[src/rtl/keypad_scan_ctrl.sv]
// Column-strobing scanner and press/release debouncer for a 4x4 active-low key matrix.
// Locks onto one key, reports it once, and resumes scanning only after a clean release.
module keypad_scan_ctrl #(
   parameter int SCAN_DIV     = 4,
   parameter int DEBOUNCE_CYC = 100000
) (
   input  logic       clk,
   input  logic       rst,
   input  logic [3:0] KEY_R,
   output logic [3:0] KEY_C,
   output logic [3:0] key_code,
   output logic       key_valid,
   output logic       key_held,
   output logic [1:0] scan_col
);

   localparam int DIV_W = (SCAN_DIV > 1) ? $clog2(SCAN_DIV) : 1;
   localparam int CNT_W = $clog2(DEBOUNCE_CYC);
   localparam logic [DIV_W-1:0] DIV_LAST = DIV_W'(SCAN_DIV - 1);
   localparam logic [CNT_W-1:0] CNT_LAST = CNT_W'(DEBOUNCE_CYC - 1);

   typedef enum logic [1:0] {SCAN, DEBOUNCE, PRESSED, RELEASE} state_t;

   state_t           state, state_nx;
   logic [3:0]       row_m, row_s;
   logic [3:0]       row_lat, row_lat_nx;
   logic [DIV_W-1:0] div, div_nx;
   logic [CNT_W-1:0] cnt, cnt_nx;
   logic [1:0]       col_nx;
   logic [3:0]       code_nx;
   logic             valid_nx, held_nx;

   // Lowest-numbered low row wins when several rows are pulled down at once.
   function automatic logic [1:0] lowest_zero(input logic [3:0] rows);
      logic [1:0] idx;
      idx = 2'd0;
      for (int i = 3; i >= 0; i--) begin
         if (!rows[i]) idx = 2'(i);
      end
      return idx;
   endfunction

   always_ff @(posedge clk or posedge rst) begin
      if (rst) begin
         row_m <= 4'hF;
         row_s <= 4'hF;
      end else begin
         row_m <= KEY_R;
         row_s <= row_m;
      end
   end

   always_comb begin
      state_nx   = state;
      div_nx     = div;
      cnt_nx     = cnt;
      col_nx     = scan_col;
      row_lat_nx = row_lat;
      code_nx    = key_code;
      valid_nx   = 1'b0;
      held_nx    = key_held;
      case (state)
         SCAN: begin
            if (div == DIV_LAST) begin
               div_nx = '0;
               if (row_s == 4'hF) begin
                  col_nx = scan_col + 2'd1;
               end else begin
                  row_lat_nx = row_s;
                  cnt_nx     = '0;
                  state_nx   = DEBOUNCE;
               end
            end else begin
               div_nx = div + 1'b1;
            end
         end
         DEBOUNCE: begin
            if (row_s != row_lat) begin
               state_nx = SCAN;
               div_nx   = '0;
               cnt_nx   = '0;
            end else if (cnt == CNT_LAST) begin
               state_nx = PRESSED;
               cnt_nx   = '0;
               valid_nx = 1'b1;
               held_nx  = 1'b1;
               code_nx  = {lowest_zero(row_lat), scan_col};
            end else begin
               cnt_nx = cnt + 1'b1;
            end
         end
         PRESSED: begin
            if (row_s == 4'hF) begin
               state_nx = RELEASE;
               cnt_nx   = '0;
            end
         end
         RELEASE: begin
            // Any bounce back to a pressed row restarts the release count.
            if (row_s != 4'hF) begin
               cnt_nx = '0;
            end else if (cnt == CNT_LAST) begin
               state_nx = SCAN;
               held_nx  = 1'b0;
               col_nx   = scan_col + 2'd1;
               div_nx   = '0;
               cnt_nx   = '0;
            end else begin
               cnt_nx = cnt + 1'b1;
            end
         end
         default: state_nx = SCAN;
      endcase
   end

   always_ff @(posedge clk or posedge rst) begin
      if (rst) begin
         state     <= SCAN;
         div       <= '0;
         cnt       <= '0;
         scan_col  <= 2'd0;
         KEY_C     <= 4'b1110;
         row_lat   <= 4'hF;
         key_code  <= 4'd0;
         key_valid <= 1'b0;
         key_held  <= 1'b0;
      end else begin
         state     <= state_nx;
         div       <= div_nx;
         cnt       <= cnt_nx;
         scan_col  <= col_nx;
         KEY_C     <= ~(4'b0001 << col_nx);
         row_lat   <= row_lat_nx;
         key_code  <= code_nx;
         key_valid <= valid_nx;
         key_held  <= held_nx;
      end
   end

endmodule

[config.mk]
export PLATFORM = sky130hd
export DESIGN_NAME = keypad_scan_ctrl
export DESIGN_NICKNAME = d
export VERILOG_FILES = /design/src/rtl/keypad_scan_ctrl.sv
export SDC_FILE = /design/constraint.sdc
export NUM_CORES = 1
export LEC_CHECK = 0
export BUFFER_PORTS_ARGS = -buffer_cell sky130_fd_sc_hd__buf_4
export CAP_MARGIN = 20
export CORE_ASPECT_RATIO = 0.5
export CORE_MARGIN = 3
export CORE_UTILIZATION = 53
export CTS_CLUSTER_DIAMETER = 150
export DETAILED_ROUTE_END_ITERATION = 10
export PLACE_DENSITY_LB_ADDON = 0.2
export REMOVE_ABC_BUFFERS = 1
export SLEW_MARGIN = 0
export SYNTH_ARGS = -nofsm -noshare
export SYNTH_HDL_FRONTEND = slang
export SYNTH_SLANG_ARGS = --single-unit
[constraint.sdc]
create_clock -name clk -period 2.55 [get_ports clk]
set_clock_uncertainty 0.2 [all_clocks]
set_input_delay 0.255 -clock clk [delete_from_list [all_inputs] [get_ports clk]]
set_output_delay 0.255 -clock clk [all_outputs]
set_load 0.1 [all_outputs]
==> metrics.txt <==
Final HPWL DP=3420 µm; synthesis-to-layout area growth=20.7%; first-pass GRT wire length=8240 µm; maximum root-to-sink buffer count=2; Top Ports=18; area of the core=4020 µm²; Synth Area in Compound Gates=0.134; period utilization=0.989; Num Clock Sinks=45; Tot GR Track Use=0.207; Power Density=804 nW/µm²; Seq/Total Area, Yosys=0.501; vias in the first global route=1,718; DR iter-0 viols=49; final-report setup violation count=0; Synth Area in Adders=0.0328; Post-Syn Area=2290 µm²; Fin. Hold Viols=0; DRT Pass-1 Iters=4; Finished Cell Area=2760 µm²; placed cell area=2570 µm²; transition time of the tightest slew-check pin=844 ps; Worst EP arrival=2510 ps; top_reg_cell synth=dfrtp_1; Max-slew headroom=0.434; crit end category=flip-flop; Die Y=52.4 µm; initial core utilization=0.568; initial antenna violation count=0; vias after detailed routing=1,767; clk slew on worst S/H paths=90 ps; proportion of layout cells with a drive suffix above 1=0.300; commonest non-fill, non-tap cells in the layout=dfrtp_1 (30), buf_4 (30), nand2_1 (17); Avg Cell Area, Syn=10.9 µm²; status=complete, no violations; clock buffer count from CTS=5; pin count of the biggest net entering global routing=25; Antenna Violating Nets Remaining=0; unrepaired setup endpoints after global routing=true; final setup TNS=0 ps; wire per inst=16.1 µm; count of input and output buffers=17; postcts setup bufs=0; clock root buffer master=clkbuf_8; Post-synth EDFFs=0; Seq cells post-synth=45; clk_lat worst skew=310 ps; Hold WC Path Type=flip-flop to flip-flop; Via density=5.87; crit start category=flip-flop; highest clock rate=0.397 GHz; Synth Area in XOR/XNOR=0.0460; total grt overflow=0; final WL=4840 µm; peak supply drop=0.328 mV; Rows=16; largest family of logic cells by synthesized area=simple AND/OR/NAND/NOR gates; Distinct cells, synth=53; asr flop ratio synth=1.00; CP Cell Sequence=or4b_4, or4_1, o31ai_4, o2bb2ai_2, or2_1; H-Tree Depth=2; Simple-Gate Fraction of Synth Area=0.203; Final Max Tran Viols=0; minimum clock period=2520 ps; Req. time, crit path=2540 ps; Critical-path top delay cell=or4_1; Placer Congestion=0.977; Max-Cap Viols=0; Total Power=0.00222 W; Yosys Warn Count=0; Die Wd=98.9 µm; TritonCTS clock tree=built; CP Class=flip-flop to flip-flop; Antenna diodes=0; Post-Synthesis Cells=210; CP peak stage delay=650 ps; total die area=5190 µm²; Pleak=1.16 nW; DRC Markers=0; final net count=258; multiplexer share of the synthesized area=0.0547; CP max FO=5; final design utilization=0.686
## metrics by stage
step | instances | hold slack (ps) | worst slack, ps
after floorplan | 203 | 59.5 | 27.8
after detailed placement | 288 | 147 | 69.0
after global placement | 288 | 146 | 130
after CTS | 301 | 161 | 51.6
final | 301 | 159 | 28.4
after global routing | 301 | 167 | -56.9
## metal layers
metal	up-vias	share of wire	wire [µm]	track usage
met2	41	0.46	2200	0.328
met3	5	0.061	295	0.0651
met1	875	0.47	2290	0.272
met5	-	0	0	0
met4	0	0.0093	45	0.0726
li1	846	-	-	-
## critical path: cells and delay by family (launching register included)
family             cells  cell delay (ps)
and+or+nand+nor        3             1440
DFF                    1              430
AOI/OAI and AO/OA      2              340
## logic make-up (layout without fill, tap and decap cells)
family | after synthesis | count (layout)
AOI/OAI and AO/OA | 38 | 38
xor gates and xnor gates | 12 | 12
adders and majority gates | 6 | 6
buffers and inverters | 17 | 54
DFF | 45 | 45
muxes | 11 | 11
and+or+nand+nor | 81 | 81
## final timing paths
path / startpoint / endpoint / slack [ps] / cells after the start
worst max-delay path: cnt[14] / KEY_C[0] / 30 / 5
max in group asynchronous: rst / row_lat[0] / 1050 / 4
min in group asynchronous: rst / cnt[13] / 380 / 3
worst min register to register: row_m[2] / row_s[2] / 160 / 0
worst max register to register: cnt[14] / KEY_C[0] / 30 / 5
worst min-delay path: row_m[2] / row_s[2] / 160 / 0
## sequential cells by signal, indices dropped and copies added, names as in the netlist, named ones only
signal / count
row_s: 4
key_held: 1
div: 2
cnt: 17
row_lat: 4
scan_col: 2
row_m: 4
key_valid: 1
KEY_C: 4
state: 1
key_code: 4
## power breakdown
group | switching (W) | internal, W
logic | 0.000428 | 0.000342
clock network | 0.000242 | 0.000319
registers | 0.0000684 | 0.000818
## cell usage after synthesis (2+ instances only)
cell type,count,share of area
nor2_1,14,0.023
nand2b_1,3,0.0082
dfrtp_1,30,0.33
ha_1,6,0.033
mux2_2,8,0.039
o31ai_1,5,0.016
nand3_1,6,0.013
dfstp_2,15,0.17
o21ai_0,5,0.011
inv_1,10,0.016
nand4b_1,4,0.015
mux2i_1,2,0.0088
nand2_1,18,0.030
o41ai_1,2,0.0077
and2_1,3,0.0082
nand4_1,9,0.025
or4_1,8,0.026
buf_2,2,0.0044
clkbuf_1,5,0.0082
nor3_1,2,0.0044
and3_1,3,0.0082
xor2_1,6,0.023
a21oi_1,7,0.015
a41oi_1,3,0.011
xnor2_1,6,0.023
## cell type report
class,count,area (µm²)
Clock buffer,7,86.3
Clock inverter,1,30.0
Fill cell,298,1260
Inverter,10,37.5
Multi-Input combinational cell,148,1100
Sequential cell,45,1140
Tap cell,54,67.6
Timing Repair Buffer,36,295
## what timing repair did
| item | CTS | global route |
|---|---|---|
| setup endpoints to repair | 0 | 3 |
| hold buffers | 5 | 0 |
| resized for setup | 0 | 3 |
| endpoints found under the hold margin | 23 | 0 |
Power figures use the tool's default switching activity.
